[config.mk]
export PLATFORM = sky130hd
export DESIGN_NAME = cndm_proto_dma_desc_arb
export DESIGN_NICKNAME = d
export VERILOG_FILES = /design/src/rtl/cndm_proto_dma_desc_arb.sv
export SDC_FILE = /design/constraint.sdc
export NUM_CORES = 1
export LEC_CHECK = 0
export CORE_AREA = 10 10 221 223
export CTS_CLUSTER_DIAMETER = 60
export DETAILED_ROUTE_END_ITERATION = 8
export DIE_AREA = 0 0 231 233
export PLACE_DENSITY = 0.49
export SKIP_CTS_REPAIR_TIMING = 1
export SYNTH_ARGS = -nofsm -noshare
export SYNTH_HDL_FRONTEND = slang
export SYNTH_SLANG_ARGS = --single-unit
[constraint.sdc]
create_clock -name clk -period 4.1 [get_ports clk]
set_input_delay 0.82 -clock clk [delete_from_list [all_inputs] [get_ports clk]]
set_output_delay 0.82 -clock clk [all_outputs]
set_load 0.005 [all_outputs]
[src/rtl/cndm_proto_dma_desc_arb.sv]
// cndm_proto_dma_desc_arb
//
// Shares one DMA descriptor request/status channel among CNT requesters.
// Descriptors are granted round-robin from requesters that still have room
// under their outstanding-operation limit. Each forwarded descriptor is tagged
// with {requester index, requester tag}. Completion status coming back from
// the DMA engine is routed to the owning requester using the index bits of
// the completion tag.
//
// Ports:
//   clk, rst_n        clock, asynchronous active-low reset
//   s_desc_*          per-requester descriptor input (valid/ready handshake)
//   m_desc_*          registered descriptor output to the DMA engine
//   s_sts_*           completion strobe from the DMA engine (no backpressure)
//   m_sts_*           per-requester routed completion, registered (latency 1)
//   busy              any requester has outstanding work or a descriptor is held
//   stat_err          one-cycle pulse on a completion for an idle requester
module cndm_proto_dma_desc_arb #(
  parameter int CNT             = 4,
  parameter int DESC_W          = 96,
  parameter int TAG_W           = 8,
  parameter int REQ_TAG_W       = TAG_W - $clog2(CNT),
  parameter int STS_W           = 4,
  parameter int MAX_OUTSTANDING = 16
) (
  input  logic                     clk,
  input  logic                     rst_n,

  input  logic [CNT*DESC_W-1:0]    s_desc_data,
  input  logic [CNT*REQ_TAG_W-1:0] s_desc_tag,
  input  logic [CNT-1:0]           s_desc_valid,
  output logic [CNT-1:0]           s_desc_ready,

  output logic [DESC_W-1:0]        m_desc_data,
  output logic [TAG_W-1:0]         m_desc_tag,
  output logic                     m_desc_valid,
  input  logic                     m_desc_ready,

  input  logic [TAG_W-1:0]         s_sts_tag,
  input  logic [STS_W-1:0]         s_sts_error,
  input  logic                     s_sts_valid,

  output logic [CNT*REQ_TAG_W-1:0] m_sts_tag,
  output logic [CNT*STS_W-1:0]     m_sts_error,
  output logic [CNT-1:0]           m_sts_valid,

  output logic                     busy,
  output logic                     stat_err
);

  localparam int IDX_W  = $clog2(CNT);
  localparam int OCNT_W = $clog2(MAX_OUTSTANDING + 1);

  logic [IDX_W-1:0]  ptr_reg;
  logic [OCNT_W-1:0] outstanding_reg [CNT];

  logic [CNT-1:0]    eligible;
  logic [CNT-1:0]    cnt_nonzero;
  logic [CNT-1:0]    cnt_inc;
  logic [CNT-1:0]    cnt_dec;
  logic [CNT-1:0]    sts_hit;
  logic [IDX_W-1:0]  sts_idx;
  logic              load_en;
  logic              grant_valid;
  logic [IDX_W-1:0]  grant_idx;
  logic [IDX_W-1:0]  cand_idx;

  assign sts_idx = s_sts_tag[TAG_W-1 -: IDX_W];
  assign load_en = !m_desc_valid || m_desc_ready;

  genvar gi;
  generate
    for (gi = 0; gi < CNT; gi++) begin : g_req
      assign eligible[gi]    = s_desc_valid[gi] &&
                               (outstanding_reg[gi] < OCNT_W'(MAX_OUTSTANDING));
      assign cnt_nonzero[gi] = (outstanding_reg[gi] != '0);
      assign sts_hit[gi]     = s_sts_valid && (sts_idx == IDX_W'(gi));
      assign cnt_inc[gi]     = s_desc_ready[gi];
      // A completion for an idle requester must not wrap its counter.
      assign cnt_dec[gi]     = sts_hit[gi] && cnt_nonzero[gi];
    end
  endgenerate

  // Scan from the round-robin pointer; the first eligible index wins.
  // CNT is a power of two, so index wrap is just truncation.
  always_comb begin
    grant_valid = 1'b0;
    grant_idx   = '0;
    cand_idx    = '0;
    for (int off = 0; off < CNT; off++) begin
      cand_idx = ptr_reg + IDX_W'(off);
      if (!grant_valid && eligible[cand_idx]) begin
        grant_valid = 1'b1;
        grant_idx   = cand_idx;
      end
    end
  end

  assign s_desc_ready = (load_en && grant_valid) ? (CNT'(1) << grant_idx) : '0;
  assign busy         = (|cnt_nonzero) || m_desc_valid;

  // Descriptor output register and round-robin pointer.
  always_ff @(posedge clk or negedge rst_n) begin
    if (!rst_n) begin
      m_desc_valid <= 1'b0;
      m_desc_data  <= '0;
      m_desc_tag   <= '0;
      ptr_reg      <= '0;
    end else if (load_en) begin
      if (grant_valid) begin
        m_desc_valid <= 1'b1;
        m_desc_data  <= s_desc_data[grant_idx*DESC_W +: DESC_W];
        m_desc_tag   <= {grant_idx, s_desc_tag[grant_idx*REQ_TAG_W +: REQ_TAG_W]};
        ptr_reg      <= grant_idx + IDX_W'(1);
      end else begin
        // Payload is left as-is; only the valid flag drops.
        m_desc_valid <= 1'b0;
      end
    end
  end

  // Outstanding counters and routed completion lanes. Lane tag/error only
  // load on a hit so each lane keeps its last completion between strobes.
  always_ff @(posedge clk or negedge rst_n) begin
    if (!rst_n) begin
      m_sts_valid <= '0;
      m_sts_tag   <= '0;
      m_sts_error <= '0;
      stat_err    <= 1'b0;
      for (int i = 0; i < CNT; i++) begin
        outstanding_reg[i] <= '0;
      end
    end else begin
      m_sts_valid <= sts_hit;
      stat_err    <= s_sts_valid && !cnt_nonzero[sts_idx];
      for (int i = 0; i < CNT; i++) begin
        if (sts_hit[i]) begin
          m_sts_tag[i*REQ_TAG_W +: REQ_TAG_W] <= s_sts_tag[REQ_TAG_W-1:0];
          m_sts_error[i*STS_W +: STS_W]       <= s_sts_error;
        end
        // Grant and completion in the same cycle cancel out.
        if (cnt_inc[i] && !cnt_dec[i]) begin
          outstanding_reg[i] <= outstanding_reg[i] + OCNT_W'(1);
        end else if (cnt_dec[i] && !cnt_inc[i]) begin
          outstanding_reg[i] <= outstanding_reg[i] - OCNT_W'(1);
        end
      end
    end
  end

endmodule

==> impl_metrics.env <==
export IMPL_drive_above_1_share_pct=10.9
export IMPL_finalWirelength_mm=53.4
export IMPL_clk_latency_ns=0.45
export IMPL_postLayoutCellArea_um2=17100
export IMPL_hold_path_class="in -> async"
export IMPL_largest_reg_flops=96
export IMPL_final_instance_count_excl_fill=2044
export IMPL_finalHoldViolCount=0
export IMPL_core_um2=44100
export IMPL_vias_per_cell=4.58
export IMPL_portBuffers=582
export IMPL_period_share_pct=94.6
export IMPL_htreeDepth=4
export IMPL_grt_pass1_wl_mm=75.4
export IMPL_final_core_util_pct=38.7
export IMPL_p_sw_uw=4300
export IMPL_synth_yosys_seq_area_share_pct=43.0
export IMPL_ys_warnings_count=0
export IMPL_synthArstFlopShare_pct=100
export IMPL_grt_antenna_before_repair=25
export IMPL_reg2reg_depth=12
export IMPL_grt_overflow=0
export IMPL_synth_edff_count=0
export IMPL_gp_congestion=0.885
export IMPL_p_comb_share_pct=57.6
export IMPL_syn2layout_area_growth_pct=70.8
export IMPL_drtAntennaViolNets=0
export IMPL_avgRoutedWirePerCell_um=26.1
export IMPL_power_density_nw_per_um2=641
export IMPL_synthCells=876
export IMPL_ys_seq_elements=172
export IMPL_seqPwrFrac_pct=26.2
export IMPL_synth_area_per_cell_um2=11.4
export IMPL_grt_setup_unrepaired="no"
export IMPL_worstPathMaxFanout=3
export IMPL_crit_path_start_kind="input port"
export IMPL_cp_end_kind="primary output"
export IMPL_switching_share_pct=39.2
export IMPL_peakVddDrop_mv=0.590
export IMPL_r2r_slack_ns=0.91
export IMPL_rr_endpoint="outstanding_reg[9]"
export IMPL_fmax_ghz=0.258
export IMPL_arrival_ns=3.06
export IMPL_dpl_hpwl_mm=43.5
export IMPL_tritoncts="built"
export IMPL_grt_max_degree=129
export IMPL_ys_top_cells_by_count="204 x mux2i_1, 181 x nand2_1, 172 x dfrtp_1"
export IMPL_power_leakage_uw=0.00744
export IMPL_cts_sinks=172
export IMPL_status="finished, final reports clean"
export IMPL_cts_root_buf="clkbuf_16"
export IMPL_fin_setup_tns_ns=0
export IMPL_cts_buffers=17
export IMPL_yosys_area_top_type="dfrtp_1"
export IMPL_drc_errors=0
export IMPL_first_pass_iters=5
export IMPL_synthFlopType="dfrtp_1"
export IMPL_die_width_um=231
export IMPL_drv_slew=0
export IMPL_yosysMostFrequentCell="mux2i_1"
export IMPL_dieHeight_um=233
export IMPL_reg2reg_from="outstanding_reg[9]"
export IMPL_dp_cells=2006
export IMPL_worst_ep_required_time_ns=3.28
export IMPL_cts_path_max_buffers=2
export IMPL_io_pins=583
export IMPL_drt_iter0_drc=385
export IMPL_worstSetupPathType="in -> out"
export IMPL_synth_distinct_cells=41
export IMPL_place_area_um2=16500
export IMPL_grt_total_usage_pct=19.2
export IMPL_path_clk_slew_ns=0.07
export IMPL_first_global_vias=10300
export IMPL_num_vias=9366
export IMPL_post_route_min_period_ns=3.88
export IMPL_skew_ns=0.00877
export IMPL_synth_top_area_share_pct=43.0
export IMPL_dieArea_um2=53800
export IMPL_final_fill_count=4399
export IMPL_synth_area_top_cells="dfrtp_1 43%, mux2i_1 20%, o221ai_2 10%"
export IMPL_p_int_uw=6660
export IMPL_fin_nets=1881
export IMPL_drv_cap=0
export IMPL_syn_area_um2=10000
export IMPL_start_util_pct=22.7
export IMPL_num_rows=77
export IMPL_worst_slew_pin_slew_ns=1.18
export IMPL_syn_num_nets=1324
export IMPL_p_clk_share_pct=16.2
export IMPL_slew_headroom_pct=21.5
export IMPL_setup_viol=0
[how the worst max path moves through the flow]
| stage | from | to | cells after the start |
|---|---|---|---|
| 6_report | s_desc_valid[2] | s_desc_ready[0] | 6 |
| 5_1_grt | s_desc_valid[2] | s_desc_ready[2] | 6 |
| 4_1_cts | s_desc_valid[2] | s_desc_ready[2] | 6 |
| 3_5_place_dp | s_desc_valid[2] | outstanding_reg[9] | 13 |
| 3_3_place_gp | s_desc_valid[2] | outstanding_reg[9] | 13 |
| 2_1_floorplan | s_desc_valid[0] | outstanding_reg[14] | 15 |
[placed cells by master, fill, tap and decap left out, types with 7 or more instances in the layout]
cell type	synthesis	final
clkdlybuf4s50_1	0	581
mux2i_1	204	204
nand2_1	181	181
dfrtp_1	172	172
o221ai_2	69	69
o221ai_1	33	33
mux2_2	25	25
buf_4	10	18
clkbuf_16	0	17
ha_1	16	16
o21ai_0	14	14
xnor2_1	13	13
nor2_1	8	8
a21o_1	8	8
a21oi_1	8	8
xor2_1	8	8
inv_1	7	7
buf_12	0	7
[per-stage QoR]
stage / hold slack, ns / total power (uW) / setup WS [ns]
finish: 0.429 / 11000 / 0.223
global route: 0.466 / 11700 / 0.109
CTS: 0.475 / 11100 / 0.236
detailed placement: 0.463 / 9300 / 0.111
global placement: 0.457 / 9240 / 0.238
floorplan: 0.469 / 6480 / 0.693
[power by group through the flow]
stage / clock, uW / sequential (uW) / combinational, uW
after floorplan: 0 / 2870 / 3620
after global placement: 0 / 2890 / 6350
after detailed placement: 0 / 2900 / 6400
after CTS: 1840 / 2880 / 6420
after global routing: 1900 / 2970 / 6860
final: 1770 / 2880 / 6310
[cell type report]
| class | count | area (um^2) | area share [%] |
|---|---|---|---|
| Multi-Input combinational cell | 628 | 5280 | 30.9 |
| Tap cell | 592 | 741 | 4.33 |
| Antenna cell | 6 | 15.0 | 0.0879 |
| Clock inverter | 14 | 181 | 1.06 |
| Clock buffer | 18 | 439 | 2.57 |
| Inverter | 7 | 26.3 | 0.154 |
| Timing Repair Buffer | 607 | 6100 | 35.7 |
| Sequential cell | 172 | 4300 | 25.2 |
[cell families after synthesis]
logic type | count (synthesis) | synth area share (%)
adders and majority gates | 20 | 2.80
AOI/OAI and AO/OA | 137 | 15.3
DFF | 172 | 43.0
buffers and inverters | 76 | 4.60
xor gates and xnor gates | 21 | 1.84
muxes | 229 | 23.2
and+or+nand+nor | 221 | 9.19
[worst max-delay path, cell delays in order]
cell             delay [ns]
clkdlybuf4s50_1        0.45
nor2b_1                0.30
o211ai_1               0.24
and3_1                 0.28
nor3_1                 0.33
clkdlybuf4s50_1        0.63
[layer usage]
| metal | vias to the layer above | routed length [um] | track usage [%] |
|---|---|---|---|
| met2 | 395 | 27200 | 34.8 |
| met1 | 4551 | 20200 | 20.4 |
| met5 | - | 89 | 0 |
| met4 | 12 | 975 | 3.56 |
| li1 | 4344 | - | - |
| met3 | 64 | 4870 | 8.25 |
(Power assumes the default switching activity.)
